==> config.mk <==
export PLATFORM = sky130hd
export DESIGN_NAME = pc_seq_unit
export DESIGN_NICKNAME = d
export VERILOG_FILES = /design/src/rtl/npc_pkg.sv /design/src/rtl/npc_target.sv /design/src/rtl/pc_seq_unit.sv
export SDC_FILE = /design/constraint.sdc
export NUM_CORES = 1
export LEC_CHECK = 0
export BUFFER_PORTS_ARGS = -buffer_cell sky130_fd_sc_hd__buf_2
export CORE_MARGIN = 2
export CORE_UTILIZATION = 25
export CTS_CLUSTER_SIZE = 8
export DETAILED_ROUTE_END_ITERATION = 10
export PLACE_DENSITY = 0.45
export SLEW_MARGIN = 20
export SYNTH_ARGS = -nofsm -noshare
export SYNTH_HDL_FRONTEND = slang
export SYNTH_SLANG_ARGS = --single-unit
==> constraint.sdc <==
create_clock -name clk -period 3.75 [get_ports clk]
set_clock_uncertainty 0.2 [all_clocks]
set_input_delay 0.1875 -clock clk [delete_from_list [all_inputs] [get_ports clk]]
set_output_delay 0.1875 -clock clk [all_outputs]
set_load 0.01 [all_outputs]
==> src/rtl/npc_pkg.sv <==
// Shared definitions for the program-counter unit: next-PC select codes and
// the default reset / exception vectors.
package npc_pkg;

    typedef enum logic [2:0] {
        NPC_NONE = 3'd0,
        NPC_BEQ  = 3'd1,
        NPC_BNE  = 3'd2,
        NPC_J    = 3'd3,
        NPC_JR   = 3'd4,
        NPC_ERET = 3'd5
    } npc_sel_e;

    localparam logic [31:0] NPC_RESET_VEC = 32'h0000_3000;
    localparam logic [31:0] NPC_EXC_VEC   = 32'h0000_4180;

endpackage

==> src/rtl/npc_target.sv <==
// Combinational branch/jump target and taken-flag computation.
// ERET and the reserved codes report not-taken with target = pc_plus4;
// ERET is resolved by the priority logic in the parent.
module npc_target
    import npc_pkg::*;
#(
    parameter int unsigned AW = 32
) (
    input  logic [AW-1:0] i_pc_plus4,
    input  logic [2:0]    i_sel,
    input  logic [25:0]   i_instr_index,
    input  logic [AW-1:0] i_offset,
    input  logic [AW-1:0] i_rs_val,
    input  logic          i_zero,
    output logic [AW-1:0] o_target,
    output logic          o_taken
);

    logic [31:0]   w_pp4_ext;
    logic [31:0]   w_jump;
    logic [AW-1:0] w_branch;

    // The J target is built at 32 bits and truncated, so AW=28 (no region
    // bits above the index) needs no special case.
    assign w_pp4_ext = 32'(i_pc_plus4);
    assign w_jump    = {w_pp4_ext[31:28], i_instr_index, 2'b00};
    assign w_branch  = i_pc_plus4 + (i_offset << 2);

    // Select target and taken flag from the flow type
    always_comb begin
        o_target = i_pc_plus4;
        o_taken  = 1'b0;
        case (i_sel)
            NPC_BEQ: begin
                if (i_zero) begin
                    o_target = w_branch;
                    o_taken  = 1'b1;
                end
            end
            NPC_BNE: begin
                if (!i_zero) begin
                    o_target = w_branch;
                    o_taken  = 1'b1;
                end
            end
            NPC_J: begin
                o_target = w_jump[AW-1:0];
                o_taken  = 1'b1;
            end
            NPC_JR: begin
                o_target = i_rs_val;
                o_taken  = 1'b1;
            end
            default: begin
                o_target = i_pc_plus4;
                o_taken  = 1'b0;
            end
        endcase
    end

endmodule

==> src/rtl/pc_seq_unit.sv <==
// Sequential program-counter unit: PC register, next-PC priority logic,
// exception entry/return with EPC.
// Optional branch-delay-slot sequencing is enabled by defining
// PC_DELAY_SLOT_EN; without it pend and bd are constant 0.
module pc_seq_unit
    import npc_pkg::*;
#(
    parameter int unsigned AW        = 32,
    parameter logic [31:0] RESET_VEC = NPC_RESET_VEC,
    parameter logic [31:0] EXC_VEC   = NPC_EXC_VEC
) (
    input  logic          clk,
    input  logic          rst_n,
    input  logic          pc_wr,
    input  logic [2:0]    sel,
    input  logic [25:0]   instr_index,
    input  logic [AW-1:0] offset,
    input  logic [AW-1:0] rs_val,
    input  logic          zero,
    input  logic          exc_req,
    output logic [AW-1:0] pc,
    output logic [AW-1:0] pc_plus4,
    output logic [AW-1:0] npc,
    output logic [AW-1:0] epc,
    output logic          bd,
    output logic          pend
);

    localparam logic [AW-1:0] LP_RST  = RESET_VEC[AW-1:0];
    localparam logic [AW-1:0] LP_EXC  = EXC_VEC[AW-1:0];
    localparam logic [AW-1:0] LP_FOUR = {{(AW-3){1'b0}}, 3'b100};

    logic [AW-1:0] r_pc;
    logic [AW-1:0] r_epc;
    logic [AW-1:0] w_pc_plus4;
    logic [AW-1:0] w_target;
    logic          w_taken;
    logic [AW-1:0] w_npc;
    logic          w_pend;
    logic          w_bd;
    logic [AW-1:0] w_pend_tgt;
    logic          w_eret;

    assign w_pc_plus4 = r_pc + LP_FOUR;
    assign w_eret     = (sel == NPC_ERET);

    npc_target #(
        .AW (AW)
    ) u_npc_target (
        .i_pc_plus4    (w_pc_plus4),
        .i_sel         (sel),
        .i_instr_index (instr_index),
        .i_offset      (offset),
        .i_rs_val      (rs_val),
        .i_zero        (zero),
        .o_target      (w_target),
        .o_taken       (w_taken)
    );

`ifdef PC_DELAY_SLOT_EN
    logic [AW-1:0] r_tgt;
    logic          r_pend;
    logic          r_bd;

    // Delay-slot state: hold a taken target for one extra pc_wr, record
    // whether an exception hit the delay-slot instruction
    always_ff @(posedge clk or negedge rst_n) begin
        if (!rst_n) begin
            r_tgt  <= '0;
            r_pend <= 1'b0;
            r_bd   <= 1'b0;
        end else if (pc_wr) begin
            if (exc_req) begin
                r_bd   <= r_pend;
                r_pend <= 1'b0;
            end else if (w_eret) begin
                r_bd   <= 1'b0;
                r_pend <= 1'b0;
            end else if (r_pend) begin
                r_pend <= 1'b0;
            end else if (w_taken) begin
                r_tgt  <= w_target;
                r_pend <= 1'b1;
            end
        end
    end

    assign w_pend     = r_pend;
    assign w_bd       = r_bd;
    assign w_pend_tgt = r_tgt;
`else
    assign w_pend     = 1'b0;
    assign w_bd       = 1'b0;
    assign w_pend_tgt = '0;
`endif

    // Next-PC priority: exception, ERET, pending target, taken, sequential
    always_comb begin
        w_npc = w_pc_plus4;
        if (exc_req) begin
            w_npc = LP_EXC;
        end else if (w_eret) begin
            w_npc = r_epc;
        end else if (w_pend) begin
            w_npc = w_pend_tgt;
        end else if (w_taken) begin
`ifdef PC_DELAY_SLOT_EN
            w_npc = w_pc_plus4;
`else
            w_npc = w_target;
`endif
        end
    end

    // PC and EPC registers; pc always loads the combinational npc
    always_ff @(posedge clk or negedge rst_n) begin
        if (!rst_n) begin
            r_pc  <= LP_RST;
            r_epc <= '0;
        end else if (pc_wr) begin
            r_pc <= w_npc;
            if (exc_req) begin
                r_epc <= w_pend ? (r_pc - LP_FOUR) : r_pc;
            end
        end
    end

    assign pc       = r_pc;
    assign pc_plus4 = w_pc_plus4;
    assign npc      = w_npc;
    assign epc      = r_epc;
    assign bd       = w_bd;
    assign pend     = w_pend;

endmodule
== Yosys cells after proc, flatten, opt, wreduce, memory -nomap -nowiden ==
Cells that the tools add are included.

* Bits of input ports: 98
* Register bits after elaboration: 64

* Add/subtract/negate cells: 2
* Equality and inequality tests: 5
* Reduce and logical (&&, ||, !) cells: 2
* Multiplexer cells: 9

{| class="wikitable"
|+ Operator list
! kind !! count
|-
| two-way mux 32 bit || 5
|-
| case mux 32 bit (4 select lines) || 1
|-
| adder 32 x 3 -> 32 bit, second input constant || 1
|-
| adder 32 bit || 1
|-
| equality test 3 x 2 -> 1 bit, second input constant || 2
|-
| equality test 3 bit, second input constant || 2
|-
| equality test 3 x 1 -> 1 bit, second input constant || 1
|-
| case mux 1 bit (3 select lines) || 1
|-
| two-way mux 1 bit || 2
|-
| AND reduction 2 bit || 1
|-
| OR reduction 2 bit || 1
|}

== Longest topological paths before layout ==
* Word-level depth: 7
* Depth in mapped cells: 17

== By module ==
Synthesis repeated with hierarchy kept, for this count alone.

* Cells, all modules: 840
* Area total of the unflattened synthesis: 6,786.5 um^2

{| class="wikitable"
|+ By module, submodules not included
! module !! instances !! area each (um^2) !! cells each
|-
| pc_seq_unit || 1 || 4,408.0 || 495
|-
| npc_target || 1 || 2,378.5 || 345
|}

== Worst setup path before layout ==
Ideal clock, no wire load.

* Path type: register -> register
* Start: register r_pc[12], in the netlist pc[12]
* End: register r_pc[29], in the netlist pc[29]
* Arrival time: 3.742 ns
* Path slack: -0.317 ns
* Data required time: 3.425 ns
* Cell stages (with the launch flop): 15
* Buffers on the path: 1
* Cells stage by stage: dfstp_2 -> and4_4 -> and3_4 -> and3_4 -> buf_6 -> and3_4 -> xor2_1 -> ha_1 -> a21o_1 -> a211o_1 -> a2111oi_1 -> o31ai_1 -> xor2_1 -> a21o_1 -> mux2_2

* Word-level cells in the longest chain between the ends: 7

{| class="wikitable"
|+ Ends and longest elaborated chain
! item !! RTL line !! source
|-
| from (decl) || pc_seq_unit.sv:33 || <nowiki>logic [AW-1:0] r_pc;</nowiki>
|-
| from (signal assigned) || pc_seq_unit.sv:121 || <nowiki>r_pc <= w_npc;</nowiki>
|-
| adder 32 x 3 -> 32 bit * || pc_seq_unit.sv:44 || <nowiki>assign w_pc_plus4 = r_pc + LP_FOUR;</nowiki>
|-
| named net pc_plus4[22] || pc_seq_unit.sv:22 || <nowiki>output logic [AW-1:0] pc_plus4,</nowiki>
|-
| adder 32 bit * || npc_target.sv:27 || <nowiki>assign w_branch = i_pc_plus4 + (i_offset << 2);</nowiki>
|-
| two-way mux 32 bit (on tied branches) || npc_target.sv:41, npc_target.sv:35 ||
|-
| case mux 32 bit (4 select lines) * || npc_target.sv:33 || <nowiki>case (i_sel)</nowiki>
|-
| two-way mux 32 bit * || pc_seq_unit.sv:106 || <nowiki>end else if (w_taken) begin</nowiki>
|-
| two-way mux 32 bit * || pc_seq_unit.sv:102 || <nowiki>end else if (w_eret) begin</nowiki>
|-
| two-way mux 32 bit * || pc_seq_unit.sv:100 || <nowiki>if (exc_req) begin</nowiki>
|-
| named net npc[29] || pc_seq_unit.sv:23 || <nowiki>output logic [AW-1:0] npc,</nowiki>
|}

Mark *: on every way through the listed nets, which the timed path passes. The rest lies on a longest branch.
A chain may end at the register's enable or synchronous reset.

== Final worst setup path ==
* Start: register r_pc[12], in the netlist pc[12]
* End: output port npc[29]

* Word-level cells in the longest chain between the ends: 7

{| class="wikitable"
|+ Ends and longest elaborated chain
! item !! RTL line
|-
| adder 32 x 3 -> 32 bit * || pc_seq_unit.sv:44
|-
| adder 32 bit || npc_target.sv:27
|-
| two-way mux 32 bit (on tied branches) || npc_target.sv:41, npc_target.sv:35
|-
| case mux 32 bit (4 select lines) || npc_target.sv:33
|-
| two-way mux 32 bit * || pc_seq_unit.sv:106
|-
| two-way mux 32 bit * || pc_seq_unit.sv:102
|-
| two-way mux 32 bit * || pc_seq_unit.sv:100
|-
| to (decl) || pc_seq_unit.sv:23
|}

Every way passes the cells marked *; elsewhere a longest branch is shown, timed or not.

==> run summary <==
Peak VDD IR: 0.000210 V
Clock buffer depth: 2
TritonCTS Sinks: 64
Worst setup path class: flip-flop to output pin
CP max-delay cell: dfstp_2
Flops & latches, synth: 64
Drt drc: 0
Die ar.: 24400 um^2
Met1 GRT Util: 0.300
GRT met2 Usage: 0.351
Root buf cell: clkbuf_16
Core area: 22700 um^2
Critical Path Max Stage Delay: 530 ps
Largest net degree at the start of global routing: 39
Num CTS Buffers: 9
Cell Area, Synth: 5800 um^2
Total gr overflow: 0
RD Place Congestion: 0.846
Hold_ws: 65.1 ps
Post-Synth XOR/XNOR Area: 0.0815
Clk Latency, worst-skew pair: 350 ps
CTS tree: yes
Most numerous cell in the Yosys netlist: nand2_1
Hold Vio Cnt, Final: 0
Worst setup SP type: flip-flop
Drt wl/cell: 20.2 um
First-pass GRT wire length: 40.3 mm
Syn Area/Cell: 8.53 um^2
PwrDens: 376 nW/um^2
Kind of cell adding the most delay to the critical path: compound AO/OA/AOI/OAI gates
Arrival time at the worst endpoint: 3840 ps
Tmin final: 4230 ps
Unrepaired setup endpoints after global routing: true
Die width: 156 um
# setup viols final: 26
Adder-cell share of the synthesized area: 0.0854
Cell row count: 55
Global Route met3 Usage: 0.0493
Largest cells by area after synthesis: dfrtp_1 (27%), mux2_2 (11%), ha_1 (8.2%)
Post-synthesis mux area share: 0.114
Post-synth EDFFs: 0
Routed wire length: 27.2 mm
Synth cell count leaders: nand2_1 (84), dfrtp_1 (62), nor2_1 (58), mux2_2 (56), o21ai_0 (43)
Max_slew headroom: 0.402
Worst Max-Slew Pin Slew: 897 ps
Vias/cell: 5.03
Failing checks: setup timing
Post-synth cell types: 70
Die Height: 156 um
Total number of vias: 6789
Syn Inst Count: 680
DR iter-0 viols: 406
GR peak layer: met2
Port Buf Inserts: 223
Simple-Gate Fraction of Synth Area: 0.204
Number of global-route vias before repair: 6810
DRT Pass-1 Iters: 5
Crit. End Element: output pin
IO Count: 228
Post-synth top flop: dfrtp_1
Static leakage: 4.89 nW
Async set-or-reset flop fraction in the synthesized netlist: 1.00
Largest family of logic cells by synthesized area: simple AND/OR/NAND/NOR gates
Status: finished, violations left
Critical path's most frequent cell: and3_4
Placed insts: 1289
Share of layout cells above drive strength 1: 0.577
Initial antenna violation count: 4
Crit share post-route: 1.13
Fin cells: 1350
Worst Path Buf+Inv: 3
H-tree depth: 3
Max Clock Freq: 236 MHz
Req. time, crit path: 3360 ps
Area grow syn2layout: 67.2%
Clk slew on worst S/H paths: 60 ps
Post-synth top area share: 0.267
HP Class: input pin to flip-flop
Nets@finish: 1195
Worst-path maximum fanout: 6
Max-slew violation count: 0
Final WS setup: -479 ps
Register area share after synthesis: 0.277
Compound-Gate Fraction of Synth Area: 0.195
Post-synth top area cell: dfrtp_1
CP cell instances: and4_4, and3_4, and3_4, buf_12, buf_12, and3_4, xor2_4, ha_4, a21o_1, a211o_1, a2111oi_4, o31ai_1, xor2_1, a21o_1, buf_2
Hpwl dp: 20.5 mm
Syn. warnings: 0
Post-route ant nets: 0
Initial core utilization: 0.255
Gr usage total: 0.218
Max-cap viol count: 0
## state kept, by name, summed over array words and instances (netlist names)
name	flops
epc	32
pc	32
## layout make-up
class                           count  area [um^2]
Multi-Input combinational cell    565         4820
Timing Repair Buffer              404         2590
Fill cell                        2320        13000
Antenna cell                        2         5.00
Tap cell                          285          357
Inverter                           14         52.6
Sequential cell                    64         1610
Clock inverter                      5         33.8
Clock buffer                       11          233
## power by group
part	internal [mW]	switching (mW)	total [mW]	leakage, nW
registers	0.802	0.102	0.904	0.816
clock network	0.447	0.356	0.803	0.126
logic	0.955	0.986	1.94	3.95
## cell families (layout without fill, tap and decap cells)
| family | Yosys count | count (layout) |
|---|---|---|
| AND/OR/NAND/NOR | 243 | 243 |
| AO/OA/AOI/OAI | 171 | 171 |
| flip-flops | 64 | 64 |
| multiplexers | 59 | 59 |
| buffers and inverters | 52 | 434 |
| XOR/XNOR | 51 | 51 |
| adder cells (fa/ha/maj) | 39 | 39 |
| other | 1 | 4 |
## metal layers
layer  up-vias  share of wire
li1       3247              -
met1      3278           0.46
met2       231           0.46
met3        27          0.068
met4         6          0.012
met5         -         0.0014
## timing repair
action                                  CTS  global route
gates resized for setup                 100            58
hold buffers                              1             0
hold endpoints to repair                 33             0
setup buffers                            28            22
endpoints found under the setup margin   28            35
pin swaps                                78            44
## worst min-delay path, stage by stage
cell and delay, ps:
buf_2 80, a221oi_1 110, a31oi_1 180
## per-stage QoR
step / setup TNS, ps / cell area, um^2 / power, mW / setup slack, ps / util
floorplan: -128 / 5930 / 1.74 / -58.4 / -
global placement: -587 / 8260 / 2.54 / -88.0 / 0.364
detailed placement: -1290 / 8260 / 2.53 / -167 / 0.364
CTS: -4580 / 9230 / 3.53 / -423 / 0.406
global route: -10500 / 9700 / 3.88 / -602 / 0.427
finish: -6210 / 9700 / 3.65 / -479 / 0.427
## cells in the final DEF, fill, tap and decap left out, types with 5 or more instances in the layout
cell type,synthesis,final
xor2_1,15,9
mux2_2,56,49
inv_1,13,13
dfrtp_1,62,59
nand2b_1,5,5
a21o_1,17,16
mux2_4,0,7
buf_6,1,13
buf_2,4,221
a21oi_1,36,18
and3_1,7,5
o21ai_0,43,34
nor2_1,58,51
o21ai_1,0,6
nand4_1,10,10
nand2_1,84,74
and3_4,4,9
o211ai_1,7,7
buf_4,4,164
ha_1,38,25
xnor2_2,0,11
xor2_2,1,5
nand3_1,20,15
ha_4,0,11
xnor2_1,34,20
nand2_2,0,7
nor3_2,2,9
a21oi_2,0,14
a221oi_2,0,6
nor3_1,22,14
buf_12,0,5
clkbuf_16,0,9
o21bai_1,8,7
a221oi_1,20,13
## worst paths after layout
| kind | from | slack (ps) | cells past startpoint | to |
|---|---|---|---|---|
| max reg2reg | pc[12] | -170 | 15 | pc[29] |
| min in group asynchronous | rst_n | 290 | 2 | epc[5] |
| max | pc[12] | -480 | 15 | npc[29] |
| min reg2reg | epc[28] | 320 | 2 | epc[28] |
| max in group asynchronous | rst_n | 2320 | 3 | pc[12] |
| min | instr_index[24] | 70 | 3 | pc[26] |
(Power assumes the default switching activity.)
